## config.mk

```make
export PLATFORM = sky130hd
export DESIGN_NAME = imm_gen_pipe
export DESIGN_NICKNAME = d
export VERILOG_FILES = /design/src/rtl/imm_gen_pipe.sv
export SDC_FILE = /design/constraint.sdc
export NUM_CORES = 1
export LEC_CHECK = 0
export BUFFER_PORTS_ARGS = -buffer_cell sky130_fd_sc_hd__buf_4
export CAP_MARGIN = 5
export CORE_MARGIN = 2
export CORE_UTILIZATION = 45
export CTS_BUF_LIST = sky130_fd_sc_hd__clkbuf_16
export CTS_CLUSTER_DIAMETER = 60
export CTS_CLUSTER_SIZE = 24
export DETAILED_ROUTE_END_ITERATION = 8
export PLACE_DENSITY = 0.73
export SETUP_SLACK_MARGIN = 0.15
export SLEW_MARGIN = 20
export SYNTH_ARGS = -nofsm -noshare
export SYNTH_HDL_FRONTEND = slang
export SYNTH_SLANG_ARGS = --single-unit
```

## constraint.sdc

```tcl
create_clock -name clk -period 3.66 [get_ports clk]
set_input_delay 0.549 -clock clk [delete_from_list [all_inputs] [get_ports clk]]
set_output_delay 0.549 -clock clk [all_outputs]
set_load 0.02 [all_outputs]
```

## src/rtl/imm_gen_pipe.sv

```systemverilog
`default_nettype none
// ============================================================================
// Module   : imm_gen_pipe
// Purpose  : Pipelined RISC-V immediate generator. Decodes the immediate of
//            every RV32I/RV64I format (I, S, B, J, U, CSR zimm, shamt),
//            registers it together with a sideband tag, and hands it to the
//            execute stage over a valid/ready handshake backed by a 2-entry
//            skid buffer (main + skid). A synchronous flush empties both.
// Revision : 1.0 - initial release
// ----------------------------------------------------------------------------
// Parameters
//   XLEN   datapath width, 32 or 64
//   TAG_W  sideband tag width
// Ports
//   clk        in   rising-edge clock
//   resetn     in   asynchronous active-low reset
//   flush      in   synchronous drop of all buffered entries
//   in_valid   in   instr / imm_src / in_tag valid
//   in_ready   out  input can be accepted this cycle (registered)
//   instr      in   32-bit instruction word
//   imm_src    in   format select (I,S,B,J,U,Z,SH,none)
//   in_tag     in   sideband tag (PC / ROB id)
//   out_valid  out  imm_ext / out_tag valid
//   out_ready  in   consumer takes the output this cycle
//   imm_ext    out  extended immediate
//   out_tag    out  tag belonging to imm_ext
//   bad_src    out  sticky: an entry with format "none" was accepted
// Build option
//   IMM_GEN_AUTODECODE_EN  when defined, imm_src is ignored and the format
//                          is decoded from the opcode/funct3 of instr.
// ============================================================================
module imm_gen_pipe #(
  parameter int XLEN  = 32,
  parameter int TAG_W = 32
) (
  input  logic             clk,
  input  logic             resetn,
  input  logic             flush,
  input  logic             in_valid,
  output logic             in_ready,
  input  logic [31:0]      instr,
  input  logic [2:0]       imm_src,
  input  logic [TAG_W-1:0] in_tag,
  output logic             out_valid,
  input  logic             out_ready,
  output logic [XLEN-1:0]  imm_ext,
  output logic [TAG_W-1:0] out_tag,
  output logic             bad_src
);

  localparam logic [2:0] FMT_I    = 3'b000;
  localparam logic [2:0] FMT_S    = 3'b001;
  localparam logic [2:0] FMT_B    = 3'b010;
  localparam logic [2:0] FMT_J    = 3'b011;
  localparam logic [2:0] FMT_U    = 3'b100;
  localparam logic [2:0] FMT_Z    = 3'b101;
  localparam logic [2:0] FMT_SH   = 3'b110;
  localparam logic [2:0] FMT_NONE = 3'b111;

  typedef enum logic [1:0] {
    S_EMPTY = 2'd0,
    S_ONE   = 2'd1,
    S_TWO   = 2'd2
  } state_t;

  state_t            state_q, state_d;
  logic [XLEN-1:0]   main_imm_q, main_imm_d;
  logic [XLEN-1:0]   skid_imm_q, skid_imm_d;
  logic [TAG_W-1:0]  main_tag_q, main_tag_d;
  logic [TAG_W-1:0]  skid_tag_q, skid_tag_d;
  logic              bad_src_q, bad_src_d;

  logic [2:0]        fmt;
  logic signed [31:0] imm_s32;
  logic [5:0]        imm_zext;
  logic              use_zext;
  logic [XLEN-1:0]   imm_new;
  logic              accept;
  logic              xfer;

  // --------------------------------------------------------------------------
  // Format selection
  // --------------------------------------------------------------------------
`ifdef IMM_GEN_AUTODECODE_EN
  logic unused_src;
  assign unused_src = ^imm_src;

  always_comb begin
    fmt = FMT_NONE;
    case (instr[6:0])
      // OP-IMM: funct3 001 (SLLI) / 101 (SRLI/SRAI) carry a shift amount
      7'b0010011: fmt = (instr[13:12] == 2'b01) ? FMT_SH : FMT_I;
      7'b0000011,
      7'b1100111: fmt = FMT_I;
      7'b0100011: fmt = FMT_S;
      7'b1100011: fmt = FMT_B;
      7'b1101111: fmt = FMT_J;
      7'b0110111,
      7'b0010111: fmt = FMT_U;
      // SYSTEM: only the CSR*I forms (funct3[2]=1) carry a zimm
      7'b1110011: fmt = instr[14] ? FMT_Z : FMT_NONE;
      default:    fmt = FMT_NONE;
    endcase
  end
`else
  logic unused_opcode;
  assign unused_opcode = ^instr[6:0];
  assign fmt           = imm_src;
`endif

  // --------------------------------------------------------------------------
  // Immediate extraction. Sign-extended formats are built as a 32-bit signed
  // value and then widened by replicating bit 31, which covers XLEN=32 and
  // XLEN=64 without zero-width replications.
  // --------------------------------------------------------------------------
  always_comb begin
    imm_s32  = '0;
    imm_zext = '0;
    use_zext = 1'b0;
    case (fmt)
      FMT_I:  imm_s32 = {{20{instr[31]}}, instr[31:20]};
      FMT_S:  imm_s32 = {{20{instr[31]}}, instr[31:25], instr[11:7]};
      FMT_B:  imm_s32 = {{19{instr[31]}}, instr[31], instr[7], instr[30:25],
                         instr[11:8], 1'b0};
      FMT_J:  imm_s32 = {{11{instr[31]}}, instr[31], instr[19:12], instr[20],
                         instr[30:21], 1'b0};
      FMT_U:  imm_s32 = {instr[31:12], 12'b0};
      FMT_Z: begin
        use_zext = 1'b1;
        imm_zext = {1'b0, instr[19:15]};
      end
      FMT_SH: begin
        use_zext = 1'b1;
        // RV64 shifts use a 6-bit shamt; RV32 only 5 bits
        imm_zext = (XLEN == 64) ? instr[25:20] : {1'b0, instr[24:20]};
      end
      default: ;  // "none" yields zero
    endcase

    if (use_zext) begin
      imm_new      = '0;
      imm_new[5:0] = imm_zext;
    end else begin
      imm_new       = {XLEN{imm_s32[31]}};
      imm_new[31:0] = imm_s32;
    end
  end

  // --------------------------------------------------------------------------
  // Handshake / skid buffer. in_ready and out_valid decode the registered
  // state only, so there is no combinational path from out_ready to in_ready.
  // --------------------------------------------------------------------------
  assign in_ready  = (state_q != S_TWO);
  assign out_valid = (state_q != S_EMPTY);
  assign imm_ext   = main_imm_q;
  assign out_tag   = main_tag_q;
  assign bad_src   = bad_src_q;

  // A flushed cycle never accepts, so a flushed "none" does not set bad_src
  assign accept = in_valid && in_ready && !flush;
  assign xfer   = out_valid && out_ready;

  always_comb begin
    state_d    = state_q;
    main_imm_d = main_imm_q;
    main_tag_d = main_tag_q;
    skid_imm_d = skid_imm_q;
    skid_tag_d = skid_tag_q;
    bad_src_d  = bad_src_q | (accept && (fmt == FMT_NONE));

    if (flush) begin
      state_d = S_EMPTY;
    end else begin
      case (state_q)
        S_EMPTY: begin
          if (accept) begin
            main_imm_d = imm_new;
            main_tag_d = in_tag;
            state_d    = S_ONE;
          end
        end
        S_ONE: begin
          if (accept && xfer) begin
            main_imm_d = imm_new;
            main_tag_d = in_tag;
          end else if (accept) begin
            skid_imm_d = imm_new;
            skid_tag_d = in_tag;
            state_d    = S_TWO;
          end else if (xfer) begin
            state_d    = S_EMPTY;
          end
        end
        S_TWO: begin
          if (xfer) begin
            main_imm_d = skid_imm_q;
            main_tag_d = skid_tag_q;
            state_d    = S_ONE;
          end
        end
        default: state_d = S_EMPTY;
      endcase
    end
  end

  always_ff @(posedge clk or negedge resetn) begin
    if (!resetn) begin
      state_q    <= S_EMPTY;
      main_imm_q <= '0;
      main_tag_q <= '0;
      skid_imm_q <= '0;
      skid_tag_q <= '0;
      bad_src_q  <= 1'b0;
    end else begin
      state_q    <= state_d;
      main_imm_q <= main_imm_d;
      main_tag_q <= main_tag_d;
      skid_imm_q <= skid_imm_d;
      skid_tag_q <= skid_tag_d;
      bad_src_q  <= bad_src_d;
    end
  end

endmodule
`default_nettype wire

```

== Word level (Yosys, flattened, before mapping) ==
Cells that the tools add are included.

* $add $sub $neg: 0
* $mul: 0
* Div/mod/pow operators: 0
* Order comparisons: 0
* Eq/ne operators: 17
* Shift operators: 0
* Mux-type cells: 19
* Bitwise gates (word level): 3
* Reductions and logical operators: 14

{| class="wikitable"
|+ Operators by type and width
! operator !! number
|-
| 2-to-1 mux 32 bit || 7
|-
| case mux 32 bit (3 select lines) || 2
|-
| case mux 32 bit (5 select lines) || 1
|-
| equality test 3 bit, second input constant || 4
|-
| 2-to-1 mux 2 bit || 6
|-
| case mux 5 bit (2 select lines) || 1
|-
| != test 3 bit, second input constant || 3
|-
| != test 2 bit, second input constant || 4
|-
| AND reduction 4 bit || 2
|-
| equality test 3 x 2 -> 1 bit, second input constant || 2
|-
| case mux 2 bit (3 select lines) || 1
|-
| logical AND 1 bit || 5
|-
| AND reduction 5 bit || 1
|-
| != test 4 bit, second input constant || 1
|-
| equality test 3 x 1 -> 1 bit, second input constant || 1
|-
| logical NOT 3 bit || 1
|-
| nonzero test 3 bit || 1
|-
| equality test 2 x 1 -> 1 bit, second input constant || 1
|-
| equality test 2 bit, second input constant || 1
|-
| logical NOT 2 bit || 1
|-
| inverter 1 bit || 2
|-
| nonzero test 2 bit || 1
|-
| OR reduction 2 bit || 1
|-
| logical NOT 1 bit || 1
|-
| 2 further kinds || 2
|}

* Flip-flop bits (word level): 131
* Bits in latches: 0
* Bits in writable memories: 0
* Bits in read-only memories: 0
* Input port bits: 72
* Logic and storage cells: 59
* Memories: 0

== Logic depth before layout (Yosys ltp) ==
Gate-level depths: netlist of run 1.

* Word-level depth: 7
* Depth in mapped cells: 7

== Worst setup path before layout of run 1 ==
No wires, ideal clock.

* Kind: reg-to-output
* From: register state_q[1]
* To: output in_ready
* Arrival: 1.141 ns
* Required time: 3.111 ns
* Setup slack: 1.970 ns
* Stages on the path, launching flop included: 6
* Buffers on the path: 3
* Cell sequence: dfrtp_1 -> nor2b_1 -> buf_2 -> inv_2 -> buf_2 -> buf_2

* Word-level cells in the longest chain between the ends: 1

{| class="wikitable"
|+ Ends and longest elaborated chain
! what !! line !! RTL
|-
| start, declared || 66 || <nowiki>state_t state_q, state_d;</nowiki>
|-
| start signal, assigned || 215 || <nowiki>state_q <= state_d;</nowiki>
|-
| != test 2 bit || 153 || <nowiki>assign in_ready = (state_q != S_TWO);</nowiki>
|-
| end, declared || 40 || <nowiki>output logic in_ready,</nowiki>
|}

No other way between the ends.

== Final worst setup path of run 1 ==
* From: register state_q[1]
* To: register main_imm_q[11], in the netlist imm_ext[11]

* Word-level cells in the longest chain between the ends: 6
* Elaborated cells on any way between the ends: 15
* Those cells by class: eq/ne (6); mux (1); reduce/logical (8)

{| class="wikitable"
|+ Ends and longest elaborated chain
! what !! line !! RTL
|-
| != test 2 bit || 153 ||
|-
| logical AND 1 bit (2 in a row) || 160 || <nowiki>assign accept = in_valid && in_ready && !flush;</nowiki>
|-
| logical AND 1 bit || 183 || <nowiki>if (accept && xfer) begin</nowiki>
|-
| != test 2 bit (no line) || n/a ||
|-
| AND reduction 5 bit (no line) || n/a ||
|-
| end signal, assigned || 216 || <nowiki>main_imm_q <= main_imm_d;</nowiki>
|-
| end, declared || 67 || <nowiki>logic [XLEN-1:0] main_imm_q, main_imm_d;</nowiki>
|}

Several ways; a longest one is shown, not always the timed one.
A chain may end at the register's enable or synchronous reset.

==> results.txt, run 1 <==
clk_lat worst skew - 0.41 ns
setup bufs post-CTS - 0
top cell family by delay on the critical path - compound AO/OA/AOI/OAI gates
port buffer count - 131
Core Footprint - 13100 µm²
Die H - 120 µm
CTS max path bufs - 2
RR Startpoint - state_q[1]$_DFFE_PN0P_
met3 Use GR - 5.37%
DP HPWL - 9920 µm
Syn Inst Count - 606
Mapped Area - 6000 µm²
# setup viols final - 0
DRC - 0
Slew Limit Fails - 0
clk slew on worst S/H paths - 0.05 ns
GR Util met2 - 36.5%
worst vdd ir - 0.316 mV
slew margin rel. - 35.5%
R2R Path End - imm_ext[11]$_DFFE_PN0P_
internal power - 3.42 mW
fillers - 1111
TritonCTS Buffers - 17
R2R setup slack - 1.45 ns
Lkg Pwr - 3.57 nW
Final Cycle Share - 60.4%
gr busiest metal - met2
Syn Nets - 678
WP data required - 3.99 ns
initial antenna violation count - 0
dpl cells - 874
CTS tree - built
Total GRT Usage - 21.9%
syn avg cell area - 9.91 µm²
minimum clock period - 2.21 ns
sequential element share of the synthesized area - 54.6%
critical path class - flop to flop
CP Max Fanout - 25
first-pass GRT wire length - 24500 µm
worst min path class - primary input to async pin
sequential share of power - 41.2%
GRT met1 Usage - 27.0%
pin count of the biggest net entering global routing - 96
worst path bufs/invs - 1
initial DRC count - 372
share of cells above drive strength 1 - 30.8%
Post-DRT Antenna Nets - 0
final clock skew - 0.00762 ns
Sum Neg Setup Slack - 0 ns
Synth Flop Type - dfrtp_1
io pins - 139
Worst setup EP type - flop
die area - 14300 µm²
Worst path depth - 5
Initial Utilization - 45.7%
Total Wirelength - 15000 µm
DR WL/cell - 16.6 µm
hold buffers post-CTS - 0
Slowest cell on crit path - o32a_1
status - finished clean
CP startpoint kind - flop
r2r worst-path depth - 5
FP Rows - 42
Post-synth ARST share - 100%
max-cap violations - 0
GP Congestion - 0.868
total iterations of the first detailed-routing run - 5
routed vias/inst - 5.44
H-tree lvl count - 4
largest stage delay on the critical path - 0.84 ns
Sw Ratio - 27.7%
library cells used by synthesis - 40
area grow syn2layout - 28.7%
worst-margin pin slew - 0.968 ns
Critical Path AT - 2.55 ns
final hold violations - 0
Logic pwr share - 21.2%
GRT overflow - 0
vias in the first global route - 5025
DIE WIDTH - 120 µm
Fmax - 0.452 GHz
EDFF count, synth - 0
CTS resizes - 0
P_sw - 1.31 mW
#FFs+latches synth - 131
Non-Filler Instances - 904
root buffer cell - clkbuf_16
PwrDens - 613 nW/µm²
clock share of power - 37.6%
DR vias - 4917
Critical Path, Cell by Cell - mux2i_1 > o32a_1 > buf_4 > a221oi_1 > nor2_1
synth warn - 0
Clock Sinks - 131
RSZ-0062 raised after global routing - no
Final Net Count - 789
# diodes - 0
## worst max path at each step
stage | from | to | slack [ns]
detailed placement | imm_src[2] | imm_ext[26]$_DFFE_PN0P_ | 1.23
global route | state_q[1]$_DFFE_PN0P_ | imm_ext[11]$_DFFE_PN0P_ | 1.24
floorplan | state_q[1]$_DFFE_PN0P_ | in_ready | 1.97
global placement | imm_src[2] | imm_ext[27]$_DFFE_PN0P_ | 1.27
finish | state_q[1]$_DFFE_PN0P_ | imm_ext[11]$_DFFE_PN0P_ | 1.45
CTS | state_q[1]$_DFFE_PN0P_ | imm_ext[11]$_DFFE_PN0P_ | 1.45
## power by group through the flow
| stage | Combinational, mW | Clock [mW] | Sequential, mW |
|---|---|---|---|
| 2_1_floorplan | 0.418 | 0 | 2.10 |
| 3_3_place_gp | 0.978 | 0 | 1.94 |
| 3_5_place_dp | 1.01 | 0 | 1.97 |
| 4_1_cts | 1.01 | 1.82 | 1.95 |
| 5_1_grt | 1.09 | 1.89 | 1.99 |
| 6_report | 1.00 | 1.78 | 1.95 |
## synthesized netlist by cell type, types with 2 or more instances
library cell / instances / area, µm²
a21oi_1: 47 / 235
a22o_1: 7 / 61.3
a22oi_1: 4 / 30.0
a31oi_1: 33 / 206
buf_1: 2 / 7.51
buf_2: 26 / 130
buf_4: 3 / 22.5
buf_6: 3 / 33.8
clkbuf_1: 15 / 56.3
dfrtp_1: 131 / 3280
mux2_2: 48 / 541
mux2i_1: 6 / 60.1
nand2_1: 110 / 413
nand2b_1: 8 / 50.1
nand3_1: 6 / 30.0
nor2_1: 69 / 259
nor2b_1: 7 / 43.8
nor3_1: 2 / 10.0
nor3b_1: 2 / 15.0
nor4b_1: 2 / 17.5
o211ai_1: 4 / 30.0
o21ai_0: 39 / 195
o21ai_1: 2 / 10.0
o221ai_1: 7 / 61.3
o22a_1: 8 / 70.1
## cell type report
type | instances | area, µm² | share of cell area [%]
Sequential cell | 131 | 3280 | 42.4
Multi-Input combinational cell | 425 | 2510 | 32.5
Clock inverter | 13 | 193 | 2.49
Inverter | 1 | 3.75 | 0.0486
Timing Repair Buffer | 141 | 1100 | 14.2
Tap cell | 176 | 220 | 2.85
Clock buffer | 17 | 425 | 5.51
## placed cells by master, fill, tap and decap left out, types with 8 or more instances in the layout
master / instances
a21oi_1: 47
a31oi_1: 33
buf_4: 138
clkbuf_16: 17
dfrtp_1: 131
mux2_2: 48
nand2_1: 110
nand2b_1: 8
nor2_1: 69
o21ai_0: 39
o22a_1: 8
## sequential cells by signal, summed over array words and instances, names as in the netlist
signal      count
imm_ext        32
out_tag        32
skid_imm_q     32
skid_tag_q     32
state_q         2
bad_src         1
## per-layer routing
layer / up-vias / share of wire, %
met5: - / 0
met1: 2413 / 41
met3: 25 / 5.3
met2: 149 / 51
li1: 2330 / -
met4: 0 / 2.1
## cell families (layout without fill, tap and decap cells)
logic type / Yosys count / after routing / share of synthesized area (%)
flops: 131 / 131 / 54.6
buf+inv: 50 / 172 / 4.23
simple gates: 209 / 209 / 14.3
compound gates: 160 / 160 / 16.4
mux: 55 / 55 / 10.2
xor+xnor: 1 / 1 / 0.271
## stage by stage
stage / power, mW / setup slack (ns) / hold WS, ns / util (%) / instance area [µm²]
after floorplan: 2.51 / 1.97 / 0.253 / - / 6000
after global placement: 2.92 / 1.27 / 0.454 / 54.1 / 7100
after detailed placement: 2.97 / 1.23 / 0.460 / 54.1 / 7100
after CTS: 4.78 / 1.45 / 0.250 / 58.8 / 7720
after global routing: 4.97 / 1.24 / 0.275 / 58.8 / 7720
final: 4.73 / 1.45 / 0.212 / 58.8 / 7720
## worst reg2reg max path, stage by stage, from the launching register on
cell and delay (ns):
dfrtp_1 0.42, mux2i_1 0.39, o32a_1 0.84, buf_4 0.30, a221oi_1 0.07, nor2_1 0.12
No activity file was read; power rests on OpenSTA's default activity.
==> run 2: changes to the inputs <==
==> constraint.sdc (replaced) <==
create_clock -name clk -period 2.1 [get_ports clk]
set_input_delay 0.315 -clock clk [delete_from_list [all_inputs] [get_ports clk]]
set_output_delay 0.315 -clock clk [all_outputs]
set_load 0.02 [all_outputs]
==> run 2 against run 1 <==
Global-route usage fell by 0.27 points. Final cell count rose by 0.77%. Register-to-register slack got worse by 1.1 ns.
==> results.txt, run 2 (synthesized netlist as in run 1, its figures left out) <==
# setup viols final - 0 (unchanged)
status - finished clean
critical path class - flop to output pin
CP startpoint kind - flop
final hold violations - 0 (unchanged)
Slew Limit Fails - 0 (unchanged)
Final Cycle Share - 87.3%
CP Max Fanout - 15 (-40%)
pin count of the biggest net entering global routing - 69 (-28%)
initial antenna violation count - 0 (unchanged)
DR WL/cell - 16.3 µm (-1.9%)
DRC - 0 (unchanged)
Worst setup EP type - output pin
Hold Slack - 0.125 ns (-0.0869 ns)
Total GRT Usage - 21.6% (-0.27 points)
Fmax - 0.546 GHz
final clock skew - 0.00677 ns (-0.000841 ns)
area grow syn2layout - 28.9%
Most common cell on crit path - buf_4
share of cells above drive strength 1 - 31.0% (+0.25 points)
# diodes - 0 (unchanged)
Final Net Count - 797 (+1.0%)
r2r worst-path depth - 5 (unchanged)
Hold Crit Start - out_ready
Non-Filler Instances - 911 (+0.77%)
Layout Utilization - 58.9% (+0.12 points)
CTS max path bufs - 2 (unchanged)
worst vdd ir - 0.626 mV (+98%)
FP Rows - 42 (unchanged)
GRT overflow - 0 (unchanged)
dpl cells - 881 (+0.80%)
worst min path class - primary input to flop
gr busiest metal - met2
worst setup path start - state_q[0]$_DFFE_PN0P_
max-cap violations - 0 (unchanged)
dpl ws - -0.00914 ns (-1.24 ns)
total iterations of the first detailed-routing run - 5 (unchanged)
io pins - 139 (unchanged)
H-tree lvl count - 4 (unchanged)
commonest non-fill, non-tap cell in the layout - buf_4
Power, Total - 7.83 mW (+65%)
Clock Sinks - 131 (unchanged)
Critical Path AT - 1.52 ns (-1.03 ns)
port buffer count - 131 (unchanged)
CTS tree - built
DIE WIDTH - 120 µm (unchanged)
root buffer cell - clkbuf_16
Critical Path, Cell by Cell - nor2b_4 > inv_2 > buf_4 > buf_4
first-pass GRT wire length - 24400 µm (-0.34%)
Initial Utilization - 45.7% (unchanged)
top cell family by delay on the critical path - flip-flops
vias in the first global route - 4892 (-2.6%)
Worst path depth - 4 (-1)
DP HPWL - 9990 µm (+0.66%)
minimum clock period - 1.83 ns
GR Util met2 - 34.6% (-2.0 points)
initial DRC count - 358 (-3.8%)
RR Startpoint - state_q[1]$_DFFE_PN0P_
PwrDens - 1010 nW/µm² (+65%)
largest stage delay on the critical path - 0.49 ns (-0.35 ns)
RSZ-0062 raised after global routing - no
routed vias/inst - 5.36 (-1.4%)
Post-DRT Antenna Nets - 0 (unchanged)
most frequent cells in the layout - buf_4, dfrtp_1, nand2_1
Die H - 120 µm (unchanged)
Total Wirelength - 14800 µm (-1.1%)
setup bufs post-CTS - 0 (unchanged)
fin worst setup slack - 0.267 ns (-1.18 ns)
Slowest cell on crit path - dfrtp_2
hold path cells - 2
GP Congestion - 0.876 (+0.93%)
TritonCTS Buffers - 17 (unchanged)
worst path bufs/invs - 3 (+2)
worst-margin pin slew - 0.812 ns (-0.156 ns)
Core Footprint - 13100 µm² (unchanged)
slew margin rel. - 45.6% (+10 points)
fillers - 1110 (-0.090%)
clk slew on worst S/H paths - 0.05 ns (about the same)
Lkg Pwr - 3.59 nW (+0.77%)
DR vias - 4887 (-0.61%)
GRT met1 Usage - 28.9% (+1.9 points)
met3 Use GR - 4.90% (-0.48 points)
clk_lat worst skew - 0.41 ns (about the same)
WP data required - 1.78 ns (-2.21 ns)
die area - 14300 µm² (unchanged)
run 2: cell count changes in the layout (fill, tap and decap cells not counted), sizes merged:
cell	previous run	this run
buf	141	148
bufinv	5	2
clkinv	4	3
clkinvlp	3	2
dlygate4sd3	0	1
inv	2	6
run 2: area by class of cell:
cell class                      count  area [µm²]  share of cell area (%)
Clock buffer                       17         425                    5.50
Clock inverter                     12         105                    1.36
Inverter                            1        3.75                  0.0485
Multi-Input combinational cell    425        2510                    32.4
Sequential cell                   131        3280                    42.4
Tap cell                          176         220                    2.84
Timing Repair Buffer              149        1200                    15.5
run 2: routing by layer:
layer | part of all wire (%) | vias up | routed length (µm)
li1 | - | 2352 | -
met1 | 43 | 2370 | 6400
met2 | 50 | 140 | 7410
met3 | 5.0 | 25 | 743
met4 | 2.0 | 0 | 290
met5 | 0 | - | 0
run 2: where the power goes:
part	internal (mW)	switching, mW	leakage (nW)	total (mW)
Sequential	3.08	0.306	1.61	3.39
Combinational	0.832	0.933	1.72	1.76
Clock	1.69	0.995	0.269	2.68
Total	5.60	2.23	3.59	7.83
run 2: through the flow:
stage	area [µm²]	TNS (ns)
5_1_grt	7740	0
4_1_cts	7730	0
3_3_place_gp	7190	-0.00739
6_report	7740	0
3_5_place_dp	7190	-0.00914
2_1_floorplan	6000	0
run 2: what timing repair did:
item                       4_1_cts  5_1_grt
hold endpoints to repair        27        0
hold buffers                     1        0
setup endpoints to repair        0        1
gates resized for setup          0        1
run 2: worst paths after layout:
kind | to | slack (ns)
setup reg to reg | out_tag[10]$_DFFE_PN0P_ | 0.33
hold / removal | state_q[1]$_DFFE_PN0P_ | 0.13
setup / recovery | in_ready | 0.27
max in group asynchronous | state_q[0]$_DFFE_PN0P_ | 1.02
hold reg to reg | skid_imm_q[0]$_DFFE_PN0P_ | 0.47
min in group asynchronous | imm_ext[28]$_DFFE_PN0P_ | 0.39
==> run 3: changes to the inputs <==
--- a/config.mk
+++ b/config.mk
@@ -7,7 +7,6 @@
 export LEC_CHECK = 0
 export BUFFER_PORTS_ARGS = -buffer_cell sky130_fd_sc_hd__buf_4
 export CAP_MARGIN = 5
-export CORE_MARGIN = 2
 export CORE_UTILIZATION = 45
 export CTS_BUF_LIST = sky130_fd_sc_hd__clkbuf_16
 export CTS_CLUSTER_DIAMETER = 60
@@ -19,3 +18,4 @@
 export SYNTH_ARGS = -nofsm -noshare
 export SYNTH_HDL_FRONTEND = slang
 export SYNTH_SLANG_ARGS = --single-unit
+export TNS_END_PERCENT = 50
==> run 3 against run 2 <==
Global-route usage rose by 0.72 points. Critical endpoint unchanged. Core utilization rose by 1.5 points. Count of clock-buffer cells in the layout did not move. Die area fell by 3.3%. Via count rose by 1.5%.
==> results.txt, run 3 (synthesized netlist as in run 1, its figures left out) <==
DIE WIDTH - 118 µm (-1.7%)
worst vdd ir - 0.681 mV (+8.8%)
# diodes - 0 (unchanged)
Total GRT Usage - 22.3% (+0.72 points)
GRT met1 Usage - 27.6% (-1.4 points)
Lkg Pwr - 3.61 nW (+0.49%)
vias in the first global route - 4878 (-0.29%)
final clock skew - 0.00847 ns (+0.00170 ns)
largest stage delay on the critical path - 0.43 ns (-0.06 ns)
gr busiest metal - met2
CP startpoint kind - flop
status - finished clean
RSZ-0062 raised after global routing - no
Layout Utilization - 60.4% (+1.5 points)
Final Cycle Share - 87.0% (-0.33 points)
Non-Filler Instances - 910 (-0.11%)
Final Net Count - 798 (+0.13%)
CP Max Fanout - 18 (+3)
Initial Utilization - 46.8% (+1.1 points)
slew margin rel. - 64.9% (+19 points)
critical path class - flop to output pin
initial DRC count - 348 (-2.8%)
Clock Sinks - 131 (unchanged)
DR WL/cell - 16.3 µm (+0.16%)
port buffer count - 131 (unchanged)
top cell family by delay on the critical path - buffers and inverters
Post-DRT Antenna Nets - 0 (unchanged)
Die H - 118 µm (-1.7%)
Critical Path AT - 1.51 ns (about the same)
GR Util met2 - 37.1% (+2.5 points)
CTS tree - built
DP HPWL - 10100 µm (+1.1%)
met3 Use GR - 6.64% (+1.7 points)
GP Congestion - 0.839 (-4.3%)
total iterations of the first detailed-routing run - 6 (+1)
Critical Path, Cell by Cell - nor2b_4 > inv_2 > buf_6 > buf_4
share of cells above drive strength 1 - 31.0% (about the same)
worst-margin pin slew - 0.526 ns (-0.286 ns)
Fmax - 0.548 GHz (+0.38%)
PwrDens - 999 nW/µm² (-1.3%)
initial antenna violation count - 0 (unchanged)
routed vias/inst - 5.45 (+1.6%)
GRT overflow - 0 (unchanged)
H-tree lvl count - 4 (unchanged)
clk_lat worst skew - 0.41 ns (about the same)
area grow syn2layout - 29.0% (about the same)
DRC - 0 (unchanged)
most frequent cells in the layout - buf_4, dfrtp_1, nand2_1
Hold Slack - 0.112 ns (-0.0136 ns)
dpl cells - 878 (-0.34%)
minimum clock period - 1.83 ns (-0.00692 ns)
Slowest cell on crit path - dfrtp_1
WP data required - 1.78 ns (about the same)
commonest non-fill, non-tap cell in the layout - buf_4
TritonCTS Buffers - 17 (unchanged)
first-pass GRT wire length - 24400 µm (-0.20%)
CTS max path bufs - 2 (unchanged)
root buffer cell - clkbuf_16
worst min path class - primary input to flop
Sum Neg Setup Slack - 0 ns (unchanged)
Total Wirelength - 14800 µm (about the same)
pin count of the biggest net entering global routing - 65 (-5.8%)
Worst setup EP type - output pin
DR vias - 4958 (+1.5%)
# setup viols final - 0 (unchanged)
clk slew on worst S/H paths - 0.05 ns (about the same)
Core Footprint - 12800 µm² (-2.4%)
io pins - 139 (unchanged)
Slew Limit Fails - 0 (unchanged)
die area - 13800 µm² (-3.3%)
max-cap violations - 0 (unchanged)
final hold violations - 0 (unchanged)
worst path bufs/invs - 3 (unchanged)
FP Rows - 41 (-2.4%)
[run 3: cell types whose count changed in the layout (fill, tap and decap cells not counted), sizes merged]
cell	delta
clkinv	+4
clkinvlp	-2
buf	+1
bufinv	-1
inv	+1
[run 3: worst paths after layout]
path	slack, ns	to	start	depth (start not counted)
worst max register to register	0.31	skid_imm_q[22]$_DFFE_PN0P_	state_q[1]$_DFFE_PN0P_	5
max in group asynchronous	0.99	skid_tag_q[0]$_DFFE_PN0P_	resetn	3
worst max-delay path	0.27	in_ready	state_q[1]$_DFFE_PN0P_	4
min in group asynchronous	0.42	imm_ext[24]$_DFFE_PN0P_	resetn	2
worst min-delay path	0.11	state_q[1]$_DFFE_PN0P_	out_ready	2
worst min register to register	0.48	skid_imm_q[11]$_DFFE_PN0P_	skid_imm_q[11]$_DFFE_PN0P_	1
[run 3: area by class of cell]
| cell class | count | area (µm²) |
|---|---|---|
| Tap cell | 172 | 215 |
| Clock buffer | 17 | 425 |
| Clock inverter | 14 | 85.1 |
| Fill cell | 1104 | 5080 |
| Sequential cell | 131 | 3280 |
| Inverter | 1 | 3.75 |
| Multi-Input combinational cell | 425 | 2500 |
| Timing Repair Buffer | 150 | 1230 |
[run 3: timing repair]
item,4_1_cts,5_1_grt
hold endpoints to repair,34,0
pin swaps,0,0
hold buffers,1,0
setup buffers,0,0
setup endpoints to repair,1,1
resized for setup,1,1
[run 3: report_power, final]
part	internal, mW	leakage, nW	switching [mW]
Combinational	0.837	1.73	0.936
Clock	1.57	0.278	1.01
Sequential	3.08	1.61	0.304
[run 3: through the flow]
stage          power [mW]  worst slack (ns)  instance area, µm²
2_1_floorplan        4.38             0.548                6000
3_3_place_gp         5.11             0.408                7220
3_5_place_dp         5.20             0.324                7220
4_1_cts              7.80             0.192                7740
5_1_grt              8.11             0.183                7740
6_report             7.74             0.274                7740
[run 3: per-layer routing]
layer  routed length (µm)  vias to the layer above
met5                    0                        -
met4                  281                        0
met3                  894                       19
met2                 7480                      158
met1                 6190                     2432
li1                     -                     2349
